==> src/rtl/am2946_ctl_if.sv <==
// Request/grant and transceiver-control bundle between the two bus masters
// and the am2946 direction controller.
interface am2946_ctl_if;
    logic reqa;
    logic reqb;
    logic gnta;
    logic gntb;
    logic cd;
    logic tr_;
    logic busy;

    modport master (
        output reqa,
        output reqb,
        input  gnta,
        input  gntb,
        input  cd,
        input  tr_,
        input  busy
    );

    modport slave (
        input  reqa,
        input  reqb,
        output gnta,
        output gntb,
        output cd,
        output tr_,
        output busy
    );
endinterface

==> src/rtl/am2946_ctl.sv <==
// Arbitrates A/B bus masters over an inverting transceiver pair so that the
// direction line only moves while the transceiver is disabled.
module am2946_ctl #(
    parameter int unsigned TURN    = 2,
    parameter int unsigned MAXHOLD = 16
) (
    input  logic       clk,
    input  logic       rst,
    am2946_ctl_if.slave bus
);

    localparam int HW = (MAXHOLD == 0) ? 1 : $clog2(MAXHOLD + 1);
    localparam logic [HW-1:0] HOLD_SAT  = HW'(MAXHOLD);
    localparam logic [HW-1:0] HOLD_LAST = HW'((MAXHOLD == 0) ? 0 : MAXHOLD - 1);
    localparam logic [3:0]    TURN_LOAD = 4'(TURN - 1);
    localparam bit            PREEMPT_EN = (MAXHOLD != 0);

    typedef enum logic [1:0] {
        ST_IDLE,
        ST_TURN,
        ST_ACTIVE,
        ST_DRAIN
    } state_t;

    state_t          state_reg,   state_next;
    logic            tr_reg,      tr_next;
    logic            prio_reg,    prio_next;     // 1 = A side has priority
    logic            holder_reg,  holder_next;   // 1 = A side owns the bus
    logic [3:0]      turncnt_reg, turncnt_next;
    logic [HW-1:0]   holdcnt_reg, holdcnt_next;
    logic            cd_reg,      cd_next;
    logic            gnta_reg,    gnta_next;
    logic            gntb_reg,    gntb_next;
    logic            busy_reg,    busy_next;

    logic winner_a;
    logic holder_req;
    logic other_req;

    assign winner_a   = bus.reqa & (~bus.reqb | prio_reg);
    assign holder_req = holder_reg ? bus.reqa : bus.reqb;
    assign other_req  = holder_reg ? bus.reqb : bus.reqa;

    always_ff @(posedge clk or posedge rst) begin
        if (rst) begin
            state_reg   <= ST_IDLE;
            tr_reg      <= 1'b0;
            prio_reg    <= 1'b1;
            holder_reg  <= 1'b0;
            turncnt_reg <= '0;
            holdcnt_reg <= '0;
            cd_reg      <= 1'b1;
            gnta_reg    <= 1'b0;
            gntb_reg    <= 1'b0;
            busy_reg    <= 1'b0;
        end else begin
            state_reg   <= state_next;
            tr_reg      <= tr_next;
            prio_reg    <= prio_next;
            holder_reg  <= holder_next;
            turncnt_reg <= turncnt_next;
            holdcnt_reg <= holdcnt_next;
            cd_reg      <= cd_next;
            gnta_reg    <= gnta_next;
            gntb_reg    <= gntb_next;
            busy_reg    <= busy_next;
        end
    end

    always_comb begin
        state_next   = state_reg;
        tr_next      = tr_reg;
        prio_next    = prio_reg;
        holder_next  = holder_reg;
        turncnt_next = turncnt_reg;
        holdcnt_next = holdcnt_reg;

        case (state_reg)
            ST_IDLE: begin
                if (bus.reqa || bus.reqb) begin
                    holder_next  = winner_a;
                    holdcnt_next = '0;
                    if (winner_a == tr_reg) begin
                        state_next = ST_ACTIVE;
                    end else begin
                        // Direction flips here, while cd is still asserted.
                        state_next   = ST_TURN;
                        tr_next      = winner_a;
                        turncnt_next = TURN_LOAD;
                    end
                end
            end
            ST_TURN: begin
                if (turncnt_reg == 4'd0) begin
                    state_next   = ST_ACTIVE;
                    holdcnt_next = '0;
                end else begin
                    turncnt_next = turncnt_reg - 4'd1;
                end
            end
            ST_ACTIVE: begin
                if (!holder_req) begin
                    state_next = ST_DRAIN;
                end else if (PREEMPT_EN && other_req &&
                             (holdcnt_reg == HOLD_LAST || holdcnt_reg == HOLD_SAT)) begin
                    state_next = ST_DRAIN;
                end else if (holdcnt_reg != HOLD_SAT) begin
                    holdcnt_next = holdcnt_reg + 1'b1;
                end
            end
            ST_DRAIN: begin
                prio_next  = ~holder_reg;
                state_next = ST_IDLE;
            end
            default: begin
                state_next = ST_IDLE;
            end
        endcase

        // Outputs are registered images of the next state.
        cd_next   = (state_next != ST_ACTIVE);
        gnta_next = (state_next == ST_ACTIVE) &  holder_next;
        gntb_next = (state_next == ST_ACTIVE) & ~holder_next;
        busy_next = (state_next != ST_IDLE);
    end

    assign bus.cd   = cd_reg;
    assign bus.tr_  = tr_reg;
    assign bus.gnta = gnta_reg;
    assign bus.gntb = gntb_reg;
    assign bus.busy = busy_reg;

endmodule

==> src/flat_wrapper.sv <==
// flat-port wrapper written by rule: the top's interface ports become plain ports
module am2946_ctl_flat 
#(
    parameter int unsigned TURN    = 2,
    parameter int unsigned MAXHOLD = 16
)
  (clk, rst, bus_reqa, bus_reqb, bus_gnta, bus_gntb, bus_cd, bus_tr_, bus_busy);
  am2946_ctl_if bus_i ();
  input  logic clk;
  input  logic rst;
  input wire logic [$bits(bus_i.reqa)-1:0] bus_reqa;
  input wire logic [$bits(bus_i.reqb)-1:0] bus_reqb;
  output wire logic [$bits(bus_i.gnta)-1:0] bus_gnta;
  output wire logic [$bits(bus_i.gntb)-1:0] bus_gntb;
  output wire logic [$bits(bus_i.cd)-1:0] bus_cd;
  output wire logic [$bits(bus_i.tr_)-1:0] bus_tr_;
  output wire logic [$bits(bus_i.busy)-1:0] bus_busy;
  assign bus_i.reqa = bus_reqa;
  assign bus_i.reqb = bus_reqb;
  assign bus_gnta = bus_i.gnta;
  assign bus_gntb = bus_i.gntb;
  assign bus_cd = bus_i.cd;
  assign bus_tr_ = bus_i.tr_;
  assign bus_busy = bus_i.busy;
  am2946_ctl #(.TURN(TURN), .MAXHOLD(MAXHOLD)) u_core (.clk(clk), .rst(rst), .bus(bus_i));
endmodule
==> config.mk <==
export PLATFORM = sky130hd
export DESIGN_NAME = am2946_ctl_flat
export DESIGN_NICKNAME = d
export VERILOG_FILES = /design/src/rtl/am2946_ctl_if.sv /design/src/rtl/am2946_ctl.sv /design/src/flat_wrapper.sv
export SDC_FILE = /design/constraint.sdc
export NUM_CORES = 1
export LEC_CHECK = 0
export ABC_AREA = 1
export ABC_CLOCK_PERIOD_IN_PS = 1560
export CORE_MARGIN = 2
export CORE_UTILIZATION = 55
export DETAILED_ROUTE_END_ITERATION = 10
export GPL_TIMING_DRIVEN = 0
export PLACE_DENSITY = 0.76
export SLEW_MARGIN = 20
export SYNTH_ARGS = -nofsm -noshare
export SYNTH_HDL_FRONTEND = slang
export SYNTH_SLANG_ARGS = --single-unit
==> constraint.sdc <==
create_clock -name clk -period 1.56 [get_ports clk]
set_input_delay 0.39 -clock clk [delete_from_list [all_inputs] [get_ports clk]]
set_output_delay 0.39 -clock clk [all_outputs]
set_load 0.02 [all_outputs]
==> results.sh <==
export IMPL_gr_usage_met3=0.03396
export IMPL_largest_register_ff_count=5
export IMPL_grt_pass1_vias=785
export IMPL_number_of_antenna_violations_at_the_first_check_in_global_routing=0
export IMPL_post_synthesis_sequential_element_count=18
export IMPL_dp_hpwl_um=1393
export IMPL_coreArea_um2=1745
export IMPL_worst_ep_required_time_ns=1.17
export IMPL_setup_worst_path_class="reg -> out"
export IMPL_wl_per_cell_um=12.92
export IMPL_h_tree_lvls=1
export IMPL_detailedRoute_firstIterationViolations=32
export IMPL_layout_nets=160
export IMPL_report_final_setup_viol=0
export IMPL_crit_fanout=1
export IMPL_timing_critical_path_cells="clkdlybuf4s15_1"
export IMPL_avgViaCountPerCell=5.000
export IMPL_synth_distinct_cells=26
export IMPL_cellLeakagePower_nw=0.6955
export IMPL_clk_insertion_delay_late_ns=0.29
export IMPL_final_worst_path_period_share=0.9631
export IMPL_met1_capacity_usage_during_global_routing=0.2738
export IMPL_period_minus_slack_ns=1.502
export IMPL_cts_buffers_inserted=3
export IMPL_max_stage_delay_ns=0.53
export IMPL_layout_filler_cells=122
export IMPL_grt_overflow=0
export IMPL_synth_seq_area_share=0.4367
export IMPL_drive_gt1_frac=0.3467
export IMPL_critical_path_top_delay_family="flip-flops"
export IMPL_design_area_um2=1355
export IMPL_drt_pre_antenna_iters=4
export IMPL_antenna_cells_inserted=0
export IMPL_final_common_cell="sky130_fd_sc_hd__nand2_1"
export IMPL_synthesis_nets=134
export IMPL_die_w_um=47.43
export IMPL_ant_nets=0
export IMPL_cts_tree="yes"
export IMPL_final_setup_skew_ns=0.006864
export IMPL_rsz0062_at_grt="true"
export IMPL_p_per_area_nw_per_um2=1912
export IMPL_grt_use_total=0.2184
export IMPL_max_slew_worst_pin_slew_ns=0.6779
export IMPL_worst_ir_drop_vdd_mv=1.374
export IMPL_post_synth_inst_count=126
export IMPL_placement_io_buffers=8
export IMPL_max_slew_margin_rel=0.5476
export IMPL_cts_hold_fix_bufs=0
export IMPL_gp_congestion=0.7851
export IMPL_timing_hold_violations_final=0
export IMPL_outcome="completed"
export IMPL_floorplan_die_height_um=47.43
export IMPL_hp_class="in -> async"
export IMPL_cp_data_arrival_time_ns=1.11
export IMPL_crit_slowest_cell="sky130_fd_sc_hd__dfstp_2"
export IMPL_synth_area_per_cell_um2=8.232
export IMPL_clock_sinks=18
export IMPL_critical_path_reg2reg_startpoint="u_core.state_reg[1]"
export IMPL_drc_errors=0
export IMPL_cp_startpoint="u_core.bus.cd"
export IMPL_maxSlewViolCount=0
export IMPL_cts_reportedPaths_clkPinSlew_ns=0.10
export IMPL_grt_first_pass_wirelength_um=3298
export IMPL_clockRootBuffer="sky130_fd_sc_hd__clkbuf_4"
export IMPL_layout_cells_non_filler=175
export IMPL_finalWirelength_um=2261
export IMPL_grt_busiest_layer="met2"
export IMPL_timing_critical_path_buf_inv=1
export IMPL_syn_cell_area_um2=1037
export IMPL_maximum_clock_rate_ghz=0.6656
export IMPL_maxCapViolations=0
export IMPL_worstSetupEndpointType="primary output"
export IMPL_std_cell_rows=15
export IMPL_area_growth_syn_to_layout_pct=30.64
export IMPL_post_dp_cell_area_um2=1149
export IMPL_use_met2=0.3622
export IMPL_final_cell_mix="sky130_fd_sc_hd__nand2_1, sky130_fd_sc_hd__dfrtp_1, sky130_fd_sc_hd__inv_1"
export IMPL_floorplan_io_pins=9
export IMPL_worstSetupStartpointType="flop"
export IMPL_synth_yosys_warnings=0
export IMPL_initial_utilization=0.5943
export IMPL_via_count=875
export IMPL_area_enclosed_by_the_die_boundary_um2=2249
export IMPL_ctsLongestPathBuffers=2
export IMPL_grt_start_max_net_pins=19
export IMPL_placedCellCount=159
-- kinds of logic after synthesis --
kind of cell               count (synthesis)  synth area share
AOI/OAI and AO/OA                         10           0.05307
buffers and inverters                     19           0.08203
xor gates and xnor gates                   4           0.03378
DFF                                       18            0.4367
adders and majority gates                  4           0.04825
and+or+nand+nor                           71            0.3462
-- per-layer routing --
metal  wire, um  up-vias
met4         60        0
li1           -      444
met1        983      412
met5          0        -
met3         41        7
met2       1175       12
-- Yosys cell counts --
library cell | instances | area (um^2)
sky130_fd_sc_hd__nand3_1 | 12 | 60.06
sky130_fd_sc_hd__inv_1 | 16 | 60.06
sky130_fd_sc_hd__nor2_1 | 9 | 33.78
sky130_fd_sc_hd__nand3b_1 | 1 | 7.510
sky130_fd_sc_hd__dfstp_2 | 2 | 52.55
sky130_fd_sc_hd__nand2_1 | 31 | 116.4
sky130_fd_sc_hd__dfrtp_1 | 16 | 400.4
sky130_fd_sc_hd__xnor2_1 | 2 | 17.52
sky130_fd_sc_hd__a31oi_1 | 1 | 6.260
sky130_fd_sc_hd__nand2_2 | 5 | 31.28
sky130_fd_sc_hd__nor2_2 | 5 | 31.28
sky130_fd_sc_hd__nor3_1 | 2 | 10.01
sky130_fd_sc_hd__o21ai_0 | 3 | 15.01
sky130_fd_sc_hd__nor3_4 | 1 | 16.27
sky130_fd_sc_hd__a21oi_1 | 2 | 10.01
sky130_fd_sc_hd__nor2_4 | 1 | 11.26
sky130_fd_sc_hd__o21ai_2 | 1 | 8.760
sky130_fd_sc_hd__inv_2 | 2 | 7.510
sky130_fd_sc_hd__o21ai_1 | 3 | 15.01
sky130_fd_sc_hd__nand4_1 | 1 | 6.260
sky130_fd_sc_hd__nand3_4 | 1 | 17.52
sky130_fd_sc_hd__or2_2 | 1 | 6.260
sky130_fd_sc_hd__nand2_4 | 1 | 11.26
sky130_fd_sc_hd__bufinv_8 | 1 | 17.52
sky130_fd_sc_hd__ha_1 | 4 | 50.05
sky130_fd_sc_hd__xor2_1 | 2 | 17.52
-- cell type report --
| class | count | area [um^2] | area share |
|---|---|---|---|
| flip-flops and latches | 18 | 452.9 | 0.3343 |
| inverters | 19 | 85.08 | 0.06279 |
| clock buffers | 3 | 22.52 | 0.01662 |
| multi-input cells | 89 | 574.3 | 0.4238 |
| repair buffers | 21 | 188.9 | 0.1394 |
| well taps | 25 | 31.28 | 0.02308 |
-- timing repair --
action	in CTS	in global routing
gates cloned	0	0
resized for setup	7	25
setup endpoints to repair	12	8
buffers inserted	4	9
pin swaps	1	9
-- through the flow --
| step | power (mW) | setup TNS (ns) | hold slack (ns) | utilization | setup slack (ns) |
|---|---|---|---|---|---|
| 2_1_floorplan | 1.690 | 0 | 0.3271 | - | 0.1556 |
| 3_3_place_gp | 1.951 | -3.002 | 0.4638 | 0.6581 | -0.2970 |
| 3_5_place_dp | 2.001 | -3.525 | 0.5043 | 0.6581 | -0.3328 |
| 4_1_cts | 2.279 | 0 | 0.5176 | 0.6889 | 0.01009 |
| 5_1_grt | 2.786 | -0.1844 | 0.5300 | 0.7763 | -0.05039 |
| 6_report | 2.591 | 0 | 0.4998 | 0.7763 | 0.05760 |
-- power breakdown --
group          internal [mW]  switching, mW
Sequential             0.649          0.127
Combinational          0.683          0.904
Clock                 0.0899          0.139
Total                   1.42           1.17
-- worst paths after layout --
path                                    endpoint  slack (ns)  cells after the start
max in group asynchronous  u_core.holdcnt_reg[3]        0.63                      2
min in group clk                 u_core.prio_reg        0.51                      1
setup reg to reg           u_core.turncnt_reg[3]        0.06                      7
setup / recovery                          bus_cd        0.06                      1
hold reg to reg                  u_core.prio_reg        0.51                      1
hold / removal             u_core.turncnt_reg[1]        0.50                      2
(Power assumes the default switching activity.)
